[src/rtl/temp_bcd_encoder_if.sv]
// temp_bcd_encoder_if: request/result bundle between the temperature path and the BCD display encoder
interface temp_bcd_encoder_if #(parameter int WIDTH = 8);
  logic             start;
  logic [WIDTH-1:0] value;
  logic             busy;
  logic             done;
  logic [3:0]       d3;
  logic [3:0]       d2;
  logic [3:0]       d1;
  logic [3:0]       d0;
  modport master (output start, value, input busy, done, d3, d2, d1, d0);
  modport slave  (input start, value, output busy, done, d3, d2, d1, d0);
endinterface

[src/rtl/temp_bcd_encoder.sv]
// temp_bcd_encoder: signed binary to sign/3-digit display codes via double-dabble; TEMP_LZB_EN enables leading-zero blanking
module temp_bcd_encoder #(
  parameter int WIDTH = 8
) (
  input logic              clk,
  input logic              rst_n,
  temp_bcd_encoder_if.slave bus
);
  localparam logic [3:0] BLANK = 4'd10;
  localparam logic [3:0] MINUS = 4'd11;
  typedef enum logic [1:0] {IDLE, SHIFT, FORMAT} state_t;
  state_t           state;
  logic             neg;
  logic [WIDTH-1:0] mag;
  logic [11:0]      bcd;
  logic [3:0]       cnt;
  logic [11:0]      adj;
  logic [WIDTH-1:0] absval;
  logic [3:0]       f3, f2, f1, f0;
  // two's-complement magnitude kept at WIDTH bits so the most negative value maps to 2^(WIDTH-1)
  always_comb absval = bus.value[WIDTH-1] ? -bus.value : bus.value;
  // add-3 correction on every BCD nibble that would overflow when doubled
  always_comb begin
    adj[11:8] = bcd[11:8] >= 4'd5 ? bcd[11:8] + 4'd3 : bcd[11:8];
    adj[7:4]  = bcd[7:4]  >= 4'd5 ? bcd[7:4]  + 4'd3 : bcd[7:4];
    adj[3:0]  = bcd[3:0]  >= 4'd5 ? bcd[3:0]  + 4'd3 : bcd[3:0];
  end
`ifdef TEMP_LZB_EN
  logic z2, z1;
  // blank leading zeros and slide the minus sign next to the first significant digit
  always_comb begin
    z2 = bcd[11:8] == 4'd0;
    z1 = z2 && bcd[7:4] == 4'd0;
    f3 = (!z2 && neg) ? MINUS : BLANK;
    f2 = !z2 ? bcd[11:8] : (neg && !z1) ? MINUS : BLANK;
    f1 = !z1 ? bcd[7:4] : neg ? MINUS : BLANK;
    f0 = bcd[3:0];
  end
`else
  // fixed layout: sign column then three digits with leading zeros
  always_comb begin
    f3 = neg ? MINUS : BLANK;
    f2 = bcd[11:8];
    f1 = bcd[7:4];
    f0 = bcd[3:0];
  end
`endif
  // conversion FSM with registered handshake and display outputs
  always_ff @(posedge clk) begin
    if (!rst_n) begin
      state    <= IDLE;
      neg      <= 1'b0;
      mag      <= '0;
      bcd      <= '0;
      cnt      <= '0;
      bus.busy <= 1'b0;
      bus.done <= 1'b0;
      bus.d3   <= BLANK;
      bus.d2   <= BLANK;
      bus.d1   <= BLANK;
      bus.d0   <= BLANK;
    end else begin
      bus.done <= 1'b0;
      case (state)
        IDLE: if (bus.start) begin
          neg      <= bus.value[WIDTH-1];
          mag      <= absval;
          bcd      <= '0;
          cnt      <= 4'(WIDTH);
          bus.busy <= 1'b1;
          state    <= SHIFT;
        end
        SHIFT: begin
          bcd   <= {adj[10:0], mag[WIDTH-1]};
          mag   <= {mag[WIDTH-2:0], 1'b0};
          cnt   <= cnt - 4'd1;
          state <= cnt == 4'd1 ? FORMAT : SHIFT;
        end
        default: begin
          bus.d3   <= f3;
          bus.d2   <= f2;
          bus.d1   <= f1;
          bus.d0   <= f0;
          bus.done <= 1'b1;
          bus.busy <= 1'b0;
          state    <= IDLE;
        end
      endcase
    end
  end
endmodule

[src/flat_wrapper.sv]
// flat-port wrapper written by rule: the top's interface ports become plain ports
module temp_bcd_encoder_flat 
#(
  parameter int WIDTH = 8
)
  (clk, rst_n, bus_start, bus_value, bus_busy, bus_done, bus_d3, bus_d2, bus_d1, bus_d0);
  temp_bcd_encoder_if #(.WIDTH(WIDTH)) bus_i ();
  input logic clk;
  input logic rst_n;
  input wire logic [$bits(bus_i.start)-1:0] bus_start;
  input wire logic [$bits(bus_i.value)-1:0] bus_value;
  output wire logic [$bits(bus_i.busy)-1:0] bus_busy;
  output wire logic [$bits(bus_i.done)-1:0] bus_done;
  output wire logic [$bits(bus_i.d3)-1:0] bus_d3;
  output wire logic [$bits(bus_i.d2)-1:0] bus_d2;
  output wire logic [$bits(bus_i.d1)-1:0] bus_d1;
  output wire logic [$bits(bus_i.d0)-1:0] bus_d0;
  assign bus_i.start = bus_start;
  assign bus_i.value = bus_value;
  assign bus_busy = bus_i.busy;
  assign bus_done = bus_i.done;
  assign bus_d3 = bus_i.d3;
  assign bus_d2 = bus_i.d2;
  assign bus_d1 = bus_i.d1;
  assign bus_d0 = bus_i.d0;
  temp_bcd_encoder #(.WIDTH(WIDTH)) u_core (.clk(clk), .rst_n(rst_n), .bus(bus_i));
endmodule
[config.mk]
export PLATFORM = sky130hd
export DESIGN_NAME = temp_bcd_encoder_flat
export DESIGN_NICKNAME = d
export VERILOG_FILES = /design/src/rtl/temp_bcd_encoder_if.sv /design/src/rtl/temp_bcd_encoder.sv /design/src/flat_wrapper.sv
export SDC_FILE = /design/constraint.sdc
export NUM_CORES = 1
export LEC_CHECK = 0
export ABC_AREA = 1
export BUFFER_PORTS_ARGS = -buffer_cell sky130_fd_sc_hd__buf_4
export CORE_MARGIN = 2
export CORE_UTILIZATION = 30
export DETAILED_ROUTE_END_ITERATION = 6
export GPL_TIMING_DRIVEN = 0
export HOLD_SLACK_MARGIN = 0.02
export RECOVER_POWER = 25
export SLEW_MARGIN = 10
export SYNTH_ARGS = -nofsm -noshare
export SYNTH_HDL_FRONTEND = slang
export SYNTH_SLANG_ARGS = --single-unit
[constraint.sdc]
create_clock -name clk -period 1.42 [get_ports clk]
set_input_delay 0.355 -clock clk [delete_from_list [all_inputs] [get_ports clk]]
set_output_delay 0.355 -clock clk [all_outputs]
set_load 0.1 [all_outputs]
==> run_results.csv <==
group,metric,value,unit
timing,finalClockSkew,7.93,ps
synthesis,syn_inst,281,
route,antenna_left,0,
floorplanning,num_rows,29,
final_layout,fill_cells,678,
critical_path,slowest_stage,"dfxtp_1",
timing,worst-slew-pin-transition,505,ps
outcome,violations,"DRC",
clock_tree,cts.htree.levels,2,
floorplanning,ioPinCount,29,
floorplanning,start_util,31.2,%
clock_tree,post_cts_buffers,0,
timing,whs,304,ps
synthesis,yosysSeqAreaShare,41.9,%
synthesis,ys_ff_latch,42,
clock_tree,numCtsBuffers,5,
critical_path,crit_family,"flip-flops",
power,power_density,1020,mW/mm^2
critical_path,max_stage_delay,410,ps
final_layout,stdcell_area,0.00241,mm^2
route,drt_first_pass_iters,7,
flow_run,max-cap-violations,0,
power,p_leak,1.04,nW
route,viasPerCell,4.66,
timing,hold_viol_final,0,
grt,grt_pass1_wl,7180,um
floorplanning,dieHeight,85.8,um
final_layout,drive_above_1_share,20.0,%
route,drtIter0Drc,111,
grt,grt_pass1_vias,1633,
clock_tree,clockBufferDepth,2,
timing,maxSlewViolCount,0,
power,ir_worst_vdd,0.379,mV
grt,grt_overflow,0,
critical_path,path_buf_inv,2,
route,vias,1826,
final_layout,area_delta_synth_final,20.3,%
critical_path,cp-start-kind,"flip-flop",
synthesis,ys_types,25,
synthesis,syn_area_per_cell,7.14,um^2
synthesis,netlist_area,0.00201,mm^2
timing,fin_crit,1320,ps
placed_design,hpwlAfterDp,3230,um
grt,antenna_found_initial,0,
floorplanning,fp.coreArea,0.00642,mm^2
grt,grt_use_total,12.5,%
placed_design,gp_congestion,0.826,
route,remaining_drc_errors,2,
final_layout,diodes,0,
synthesis,ys_warn_count,0,
floorplanning,chipWidth,85.8,um
timing,slew_headroom,66.3,%
route,wl_per_cell,11.5,um
outcome,outcome,"finished with violations",
synthesis,synth_top_cell_area_share,41.9,%
critical_path,cp.arrival,1550,ps
clock_tree,cts.sinks,42,
grt,grt_max_degree,15,
critical_path,worstPathMaxFanout,10,
critical_path,crit_type,"reg2reg",
clock_tree,cts_root_buffer,"clkbuf_8",
clock_tree,insertion_delay,310,ps
timing,finalCritPeriodShare,93.1,%
timing,timing.fmax,757,MHz
synthesis,synth.area.top_cells,"dfxtp_1 42%, nand2_1 12%, a21oi_1 8.2%",
timing,setup_viol,0,
route,wl,4490,um
placed_design,numPlacedInstances,384,
critical_path,cp_data_required_time,1650,ps
critical_path,cp-end-kind,"flip-flop",
placed_design,placed_cell_area,0.00229,mm^2
hold_path,holdCritPathClass,"in2reg",
clock_tree,cts_tree,"built",
final_layout,final_util,37.6,%
floorplanning,die_area,0.00736,mm^2
critical_path,cp_cell_sequence,"nor2_4, inv_2, buf_6, nor2_1, nand2_1, a21oi_1",
synthesis,yosys.area.top_type,"dfxtp_1",
placed_design,portBuffers,25,
final_layout,final_net_count,334,
final_layout,layout.cells.non_filler,392,
clock_tree,clk_pin_slew,80,ps
-- layout make-up --
class	instances	area, um^2	area share, %
well taps	77	96.3	3.99
flip-flops and latches	42	850	35.2
clock inverters	3	21.3	0.881
plain buffers	10	67.6	2.80
inverters	34	128	5.29
clock buffers	5	68.8	2.85
multi-input cells	196	995	41.2
repair buffers	25	188	7.78
-- registers in the layout (all words and copies together) (netlist names) --
signal and cells:
u_core.bcd 12, u_core.mag 8, u_core.bus.d0 4, u_core.bus.d1 4
u_core.bus.d2 4, u_core.cnt 4, u_core.state 2, u_core.bus.busy 1
u_core.bus.d3 1, u_core.bus.done 1, u_core.neg 1
-- report_power, final --
part | switching, W | total, W | internal [W]
clock | 0.000433 | 0.000778 | 0.000345
combinational | 0.000299 | 0.000438 | 0.000139
sequential | 0.0000288 | 0.00125 | 0.00123
total | 0.000761 | 0.00247 | 0.00171
-- synth_stat cells --
cell type   n
o211a_1     1
nand2_1    66
clkbuf_1    3
a22oi_1     1
dfxtp_1    42
inv_2       2
nor2_1     31
conb_1      2
inv_1      32
nand3_1    13
a31oi_1     1
a21oi_2     2
ha_1        9
buf_4       6
nor2_4      3
nor3_1      1
o21ai_1     2
nand2_2     1
nand4_1     1
a21oi_1    33
or3_1       1
buf_6       1
nor2_2      1
xor2_1      3
o21ai_0    23
-- metrics by stage --
step / worst slack (ps) / setup TNS [ps] / power [W]
6_report: 98.6 / 0 / 0.00247
5_1_grt: -18.8 / -44.1 / 0.00261
4_1_cts: 5.95 / 0 / 0.00250
3_5_place_dp: -102 / -543 / 0.00172
3_3_place_gp: -121 / -756 / 0.00172
2_1_floorplan: 140 / 0 / 0.00160
-- timing repair --
| action | CTS | global route |
|---|---|---|
| gates resized for setup | 1 | 15 |
| hold buffers | 0 | 0 |
| endpoints found under the setup margin | 1 | 15 |
| pin swaps | 0 | 3 |
-- per-layer routing --
layer  GRT usage, %  wire length, um
met1           15.2             2070
met2           20.9             2120
met3           4.33              236
met4           3.46               53
met5              0                0
-- tightest hold or removal path, cell delays in order --
cell and delay [ps]:
buf_4 90, a21oi_1 50, nor2_1 80
-- layout by cell type, fill, tap and decap left out, drive strengths merged --
master,instances
o211a,1
a22oi,1
a31oi,1
conb,3
xor2,3
nand2,67
nor2,35
dfxtp,42
nand3,13
nand4,1
clkbuf,8
o21ai,25
a21oi,35
clkinvlp,1
ha,9
nor3,1
or3,1
clkinv,2
buf,32
inv,34
-- logic make-up (layout without fill, tap and decap cells) --
family / after synthesis / in the layout / share of synthesized area, %
other cells: 2 / 3 / 0.374
compound gates: 63 / 63 / 16.5
xor+xnor: 3 / 3 / 1.31
simple gates: 118 / 118 / 24.6
buf+inv: 44 / 77 / 9.73
fa+ha+maj: 9 / 9 / 5.61
flops: 42 / 42 / 41.9
-- path summary, 6_finish.rpt --
kind,start,endpoint,slack (ps),cells after the start
worst max-delay path,u_core.state[1],u_core.bcd[3],100,6
worst min-delay path,bus_start,u_core.bus.busy,300,3
worst max register to register,u_core.state[1],u_core.bcd[3],100,6
worst min register to register,u_core.bus.d1[2],u_core.bus.d1[2],460,2
(Power assumes the default switching activity.)
